==> src/rtl/traceback_unit.sv <==
// Traceback walker: follows stored direction words from the best cell back to
// the alignment origin and streams one edit op per step, end-to-begin.
module traceback_unit #(
  parameter int unsigned ADDRESS_WIDTH   = 10,
  parameter int unsigned CALC_WIDTH      = 16,
  parameter int unsigned DIRECTION_WIDTH = 5,
  parameter int unsigned MAX_STEPS       = 2048
) (
  input  logic                         clk,
  input  logic                         reset_i,
  input  logic                         start,
  input  logic signed [CALC_WIDTH-1:0] max_score,
  input  logic [ADDRESS_WIDTH-1:0]     end_x,
  input  logic [ADDRESS_WIDTH-1:0]     end_y,
  output logic                         busy,
  output logic                         done,
  output logic                         error,
  output logic                         dir_rd_en,
  output logic [2*ADDRESS_WIDTH-1:0]   dir_rd_addr,
  input  logic [DIRECTION_WIDTH-1:0]   dir_rd_data,
  output logic                         op_valid,
  input  logic                         op_ready,
  output logic [1:0]                   op_code,
  output logic                         op_last,
  output logic [ADDRESS_WIDTH-1:0]     begin_x,
  output logic [ADDRESS_WIDTH-1:0]     begin_y,
  output logic [ADDRESS_WIDTH:0]       op_count
);

  localparam int unsigned AW = ADDRESS_WIDTH;
  localparam int unsigned DW = DIRECTION_WIDTH;
  localparam int unsigned CW = ADDRESS_WIDTH + 1;
  localparam int unsigned SW = $clog2(MAX_STEPS + 1);

  localparam logic [1:0] OP_M = 2'd0;
  localparam logic [1:0] OP_I = 2'd1;
  localparam logic [1:0] OP_D = 2'd2;

  localparam logic [DW-1:0] DIR_VERT_A = DW'(5'b00011);
  localparam logic [DW-1:0] DIR_VERT_B = DW'(5'b01011);
  localparam logic [DW-1:0] DIR_HORZ_A = DW'(5'b00111);
  localparam logic [DW-1:0] DIR_HORZ_B = DW'(5'b01111);

  typedef enum logic [2:0] {
    IDLE,
    FETCH,
    WAIT,
    DECODE,
    EMIT,
    FINISH
  } state_t;

  typedef enum logic [1:0] {
    GAP_NONE,
    GAP_VERT,
    GAP_HORZ
  } gap_t;

  state_t          state;
  gap_t            gap_mode;
  logic [DW-1:0]   dir_reg;
  logic [AW-1:0]   row;
  logic [AW-1:0]   col;
  logic [SW-1:0]   step_cnt;
  logic            wd_hit;

  logic            is_diag;
  logic            is_vert;
  logic            is_horz;
  logic            row_nz;
  logic            col_nz;
  logic            score_nonpos;

  logic            dec_emit;
  logic            dec_retry;
  logic [1:0]      dec_code;
  gap_t            dec_gap;
  logic            dec_wd;
  logic            dec_last;
  logic [2*AW-1:0] dec_pos;
  logic [2*AW-1:0] hs_pos;

  // Position after taking one op from (r, c); callers guarantee no underflow.
  function automatic logic [2*AW-1:0] step_pos(input logic [1:0]    code,
                                               input logic [AW-1:0] r,
                                               input logic [AW-1:0] c);
    logic [AW-1:0] nr;
    logic [AW-1:0] nc;
    nr = (code != OP_D) ? r - AW'(1) : r;
    nc = (code != OP_I) ? c - AW'(1) : c;
    return {nr, nc};
  endfunction

  assign is_diag      = dir_reg[4];
  assign is_vert      = (dir_reg == DIR_VERT_A) || (dir_reg == DIR_VERT_B);
  assign is_horz      = (dir_reg == DIR_HORZ_A) || (dir_reg == DIR_HORZ_B);
  assign row_nz       = (row != '0);
  assign col_nz       = (col != '0);
  assign score_nonpos = max_score[CALC_WIDTH-1] || (max_score == '0);

  // Direction decode; an op that would step off row/col 0 is treated as a stop.
  always_comb begin
    dec_emit  = 1'b0;
    dec_retry = 1'b0;
    dec_code  = OP_M;
    dec_gap   = GAP_NONE;
    if (gap_mode == GAP_NONE) begin
      if (is_diag && row_nz && col_nz) begin
        dec_emit = 1'b1;
        dec_code = OP_M;
      end else if (is_vert && row_nz) begin
        dec_emit = 1'b1;
        dec_code = OP_I;
        dec_gap  = GAP_VERT;
      end else if (is_horz && col_nz) begin
        dec_emit = 1'b1;
        dec_code = OP_D;
        dec_gap  = GAP_HORZ;
      end
    end else if ((gap_mode == GAP_VERT) && is_vert && row_nz) begin
      dec_emit = 1'b1;
      dec_code = OP_I;
      dec_gap  = GAP_VERT;
    end else if ((gap_mode == GAP_HORZ) && is_horz && col_nz) begin
      dec_emit = 1'b1;
      dec_code = OP_D;
      dec_gap  = GAP_HORZ;
    end else begin
      dec_retry = 1'b1;
    end
  end

  assign dec_pos  = step_pos(dec_code, row, col);
  assign hs_pos   = step_pos(op_code, row, col);
  assign dec_wd   = (step_cnt == SW'(MAX_STEPS - 1));
  assign dec_last = (dec_pos[2*AW-1:AW] == '0) || (dec_pos[AW-1:0] == '0) || dec_wd;

  // Walk controller with registered outputs.
  always_ff @(posedge clk or negedge reset_i) begin
    if (!reset_i) begin
      state       <= IDLE;
      gap_mode    <= GAP_NONE;
      dir_reg     <= '0;
      row         <= '0;
      col         <= '0;
      step_cnt    <= '0;
      wd_hit      <= 1'b0;
      busy        <= 1'b0;
      done        <= 1'b0;
      error       <= 1'b0;
      dir_rd_en   <= 1'b0;
      dir_rd_addr <= '0;
      op_valid    <= 1'b0;
      op_code     <= '0;
      op_last     <= 1'b0;
      begin_x     <= '0;
      begin_y     <= '0;
      op_count    <= '0;
    end else begin
      done      <= 1'b0;
      dir_rd_en <= 1'b0;
      unique case (state)
        IDLE: begin
          if (start) begin
            error    <= 1'b0;
            op_count <= '0;
            step_cnt <= '0;
            wd_hit   <= 1'b0;
            gap_mode <= GAP_NONE;
            if (score_nonpos) begin
              begin_x <= end_x;
              begin_y <= end_y;
              done    <= 1'b1;
              state   <= FINISH;
            end else begin
              row         <= end_y;
              col         <= end_x;
              dir_rd_addr <= {end_y, end_x};
              dir_rd_en   <= 1'b1;
              busy        <= 1'b1;
              state       <= FETCH;
            end
          end
        end
        FETCH: begin
          state <= WAIT;
        end
        WAIT: begin
          dir_reg <= dir_rd_data;
          state   <= DECODE;
        end
        DECODE: begin
          if (dec_emit) begin
            op_valid <= 1'b1;
            op_code  <= dec_code;
            op_last  <= dec_last;
            wd_hit   <= dec_wd;
            gap_mode <= dec_gap;
            state    <= EMIT;
          end else if (dec_retry) begin
            // Gap ended: re-decode the same word as a fresh cell.
            gap_mode <= GAP_NONE;
          end else begin
            begin_x <= col;
            begin_y <= row;
            done    <= 1'b1;
            busy    <= 1'b0;
            state   <= FINISH;
          end
        end
        EMIT: begin
          if (op_ready) begin
            op_valid <= 1'b0;
            op_last  <= 1'b0;
            row      <= hs_pos[2*AW-1:AW];
            col      <= hs_pos[AW-1:0];
            op_count <= op_count + CW'(1);
            step_cnt <= step_cnt + SW'(1);
            if (op_last) begin
              if (wd_hit) begin
                error <= 1'b1;
              end
              begin_x <= hs_pos[AW-1:0];
              begin_y <= hs_pos[2*AW-1:AW];
              done    <= 1'b1;
              busy    <= 1'b0;
              state   <= FINISH;
            end else begin
              dir_rd_addr <= hs_pos;
              dir_rd_en   <= 1'b1;
              state       <= FETCH;
            end
          end
        end
        FINISH: begin
          state <= IDLE;
        end
        default: begin
          state <= IDLE;
        end
      endcase
    end
  end

endmodule

==> config.mk <==
export PLATFORM = sky130hd
export DESIGN_NAME = traceback_unit
export DESIGN_NICKNAME = d
export VERILOG_FILES = /design/src/rtl/traceback_unit.sv
export SDC_FILE = /design/constraint.sdc
export NUM_CORES = 1
export LEC_CHECK = 0
export BUFFER_PORTS_ARGS = -buffer_cell sky130_fd_sc_hd__buf_2
export CORE_MARGIN = 4
export CORE_UTILIZATION = 53
export CTS_BUF_LIST = sky130_fd_sc_hd__clkbuf_4 sky130_fd_sc_hd__clkbuf_8
export DETAILED_ROUTE_END_ITERATION = 16
export PLACE_DENSITY = 0.79
export SLEW_MARGIN = 20
export SYNTH_ARGS = -nofsm -noshare
export SYNTH_HDL_FRONTEND = slang
export SYNTH_SLANG_ARGS = --single-unit
==> constraint.sdc <==
create_clock -name clk -period 2.7 [get_ports clk]
set_input_delay 0.27 -clock clk [delete_from_list [all_inputs] [get_ports clk]]
set_output_delay 0.27 -clock clk [all_outputs]
set_load 0.01 [all_outputs]
==> results by group <==
Place
  • Post-DP HPWL: about 11,000 um
  • Final estimated routing congestion in global placement: 0.9365
  • Count of buffers inserted at the top-level ports: 102

Yosys
  • YS warnings: 0
  • Flip-flop cell with the highest count after synthesis: sky130_fd_sc_hd__dfrtp_1
  • Synthesized area per cell: 9.055 um^2
  • Netlist cell types: 67
  • Syn Nets: around 700
  • Cell types with the largest area share after synthesis: sky130_fd_sc_hd__dfrtp_1 44%, sky130_fd_sc_hd__o21ai_0 5.4%, sky130_fd_sc_hd__a21oi_1 4.9%
  • Area share of the largest cell type after synthesis: around 44%
  • Top-count cell post-synth: sky130_fd_sc_hd__dfrtp_1
  • Post-Synthesis Cells: ~640
  • Share of the yosys chip area belonging to registers: 43.54%
  • Flops & latches, synth: 101
  • Netlist Area Pre-Place: 0.005804 mm^2
  • Post-synthesis async set-or-reset flop share: 100.0%
  • Dominant cell type by area after synthesis: sky130_fd_sc_hd__dfrtp_1
  • Number of enable-type register cells in the synthesized netlist: 0
  • Most common library cells after synthesis: 101 x sky130_fd_sc_hd__dfrtp_1, 72 x sky130_fd_sc_hd__nor2_1, 63 x sky130_fd_sc_hd__o21ai_0

Timing
  • Final number of hold-violating endpoints: 0
  • Period minus WS final: 2.578 ns
  • Final Cycle Share: 95.47%
  • Pin slew with the least headroom to its limit: 0.7554 ns
  • Number of setup violations in the final report: 0
  • F_max: 0.3879 GHz
  • Unrepaired setup endpoints after global routing: no
  • Tightest slew margin relative to the limit: 49.17%
  • Worst Hold Slack: 0.1297 ns
  • Sum of negative setup slack: 0 ns
  • Final clock skew: around 0.012 ns
  • Total count of max-transition violations in the final report: 0

Pwr
  • Leak Pwr: 0.003152 uW
  • Largest vdd supply drop: 0.0005672 V
  • Total power draw: 7590 uW
  • PD cells: 1118 mW/mm^2

Run status
  • Outcome: completed

Clock tree
  • Insertion delay of the later-clocked pin in the worst-skew pair: about 0.37 ns
  • Clock buffer count from CTS: 9
  • CTS tree: yes
  • Setup Fix Bufs, Post-CTS: 0
  • Worst-case clock buffer depth: 2
  • Clock transition at the registers of the reported paths: 0.10 ns
  • Count of H-tree levels built during CTS: 3
  • Clk sink count: 101
  • Master cell of the clock root buffer: sky130_fd_sc_hd__clkbuf_8

Die
  • Area of the die: 0.01269 mm^2
  • Placeable core region: 0.01051 mm^2
  • Count of standard-cell rows: 37
  • Floorplan die width: 112.7 um
  • Starting density of the core: 55.23%
  • Die height: 112.7 um
  • Top-level port count: 104

Global routing
  • Antenna violations before repair: 0
  • First-pass GRT wire length: 25,540 um
  • GR Overflow Total: 0
  • Number of global-route vias before repair: 5,257
  • Global-route usage over all layers: 24.29%
  • Largest net degree at the start of global routing: 55

Layout
  • Sequential cell area in the final layout: 0.002527 mm^2
  • Largest registers: dir_rd_addr: 20 flops, step_cnt: 12 flops, op_count: 11 flops
  • Most flop-heavy register: dir_rd_addr
  • Multi-input logic area: 0.003040 mm^2
  • Number of antenna repair diodes: 0
  • Fraction of final layout cells sized beyond drive strength 1: about a quarter
  • Number of flip-flops under the largest register name: 20
  • Number of nets at the end of the flow: 796
  • Final-layout fill cell count: between 800 and 900
  • Area growth from synthesis to layout: 16.96%

Route
  • Vias post-DR: 5,354
  • Post-detailed-route count of antenna-violating nets: 0
  • Total DRC errors in the routed layout: 0
  • Mean routed wirelength per cell: 17.52 um
  • Starting DRC count in detailed routing: 350
  • Total wirelength of the detailed-routed design: ~16,000 um
  • Average via count per standard cell: 6.029
  • DR pass1 iterations: 5

Critical path
  • Nature of the critical path endpoint: flop
  • Crit path kind: flop to flop
  • Crit start category: flop
  • Worst endpoint data arrival time: 2.83 ns
  • Worst-case reg-to-reg path depth: 9
  • Worst reg2reg path endpoint: begin_x[0]$_DFFE_PN0P_
  • WP data required: ~3 ns
  • Crit path max fanout: 21
  • Internal reg-to-reg setup slack: 0.12 ns
  • Worst R2R Start: col[0]$_DFFE_PN0P_

Worst hold path
  • Kind of path behind the tightest hold check: input pin to flop
  • Worst Hold Path EP: dir_reg[4]$_DFFE_PN0P_
  • Worst min-delay path startpoint: dir_rd_data[4]
  • Worst hold path stage count: 2

Job
  • Max-capacitance violation count: 0
## worst max-delay path, stage by stage (launching register included)
cell and delay (ns):
sky130_fd_sc_hd__dfrtp_1 0.40, sky130_fd_sc_hd__inv_1 0.12, sky130_fd_sc_hd__ha_1 0.17, sky130_fd_sc_hd__or3b_4 0.41, sky130_fd_sc_hd__o311a_1 0.38, sky130_fd_sc_hd__o21ai_2 0.17, sky130_fd_sc_hd__nand2_2 0.10, sky130_fd_sc_hd__o21ba_1 0.22
sky130_fd_sc_hd__buf_12 0.19, sky130_fd_sc_hd__mux2_4 0.31
## kinds of logic (layout without fill, tap and decap cells)
group | after synthesis | in the layout | share of synthesized area (%)
buffers and inverters | 59 | 170 | 4.462
AO/OA/AOI/OAI | 186 | 186 | 20.11
XOR/XNOR | 32 | 32 | 4.829
flip-flops | 101 | 101 | 43.54
AND/OR/NAND/NOR | 230 | 230 | 19.51
adder cells (fa/ha/maj) | 4 | 4 | 0.8623
multiplexers | 29 | 29 | 6.682
## how the worst max path moves through the flow
stage	start	endpoint	slack, ns	cells past startpoint
final	col[0]$_DFFE_PN0P_	begin_x[0]$_DFFE_PN0P_	0.12	9
after global routing	col[0]$_DFFE_PN0P_	begin_x[3]$_DFFE_PN0P_	0.01	9
after CTS	col[0]$_DFFE_PN0P_	begin_x[0]$_DFFE_PN0P_	0.10	9
after detailed placement	col[0]$_DFFE_PN0P_	begin_y[3]$_DFFE_PN0P_	0.13	9
after global placement	col[0]$_DFFE_PN0P_	begin_x[4]$_DFFE_PN0P_	0.22	9
after floorplan	col[0]$_DFFE_PN0P_	begin_x[5]$_DFFE_PN0P_	0.14	10
## routing by layer
layer  up-vias  wire [um]  GRT usage, %
met5         -          0             0
met4         0        372         9.135
met3        35       1121         4.151
met2       211       7581         40.40
met1      2591       6484         31.77
li1       2517          -             -
## power by group
| part | switching (uW) | internal [uW] |
|---|---|---|
| Sequential | 558 | 2090 |
| Combinational | 2210 | 1820 |
| Clock | 543 | 374 |
| Total | 3310 | 4280 |
## final cells by class
cell class                      instances  area share (%)
Tap cell                              136           2.506
Clock inverter                          5          0.5160
Clock buffer                           11           2.138
Sequential cell                       101           37.23
Multi-Input combinational cell        481           44.78
Inverter                               16          0.8846
Timing Repair Buffer                  138           11.94
## per-stage QoR
stage	util, %	instances	area [um^2]	setup WS, ns
4_1_cts	64.48	888	6777	0.1014
5_1_grt	64.60	888	6789	0.01321
3_3_place_gp	62.67	871	6586	0.2182
3_5_place_dp	62.67	871	6586	0.1319
2_1_floorplan	-	641	5804	0.1413
6_report	64.60	888	6789	0.1223
## cells in the final DEF, fill, tap and decap left out, drive strengths merged, types with 3 or more instances in the layout
| master | count |
|---|---|
| a211oi | 3 |
| a21oi | 57 |
| a221o | 12 |
| a22o | 6 |
| a22oi | 3 |
| a31oi | 3 |
| a32o | 3 |
| and3 | 4 |
| buf | 137 |
| clkbuf | 11 |
| clkinv | 3 |
| dfrtp | 101 |
| ha | 4 |
| inv | 17 |
| mux2 | 24 |
| mux2i | 5 |
| nand2 | 62 |
| nand2b | 8 |
| nand3 | 9 |
| nand4 | 10 |
| nor2 | 72 |
| nor2b | 5 |
| nor3 | 21 |
| nor4 | 9 |
| o21a | 3 |
| o21ai | 64 |
| o22ai | 8 |
| o31ai | 6 |
| or3 | 11 |
| xnor2 | 20 |
| xor2 | 12 |
## timing repair
action | 4_1_cts | 5_1_grt
resized for setup | 0 | 2
hold buffers | 1 | 0
endpoints found under the setup margin | 0 | 19
hold endpoints to repair | 47 | 0
(Power assumes the default switching activity.)
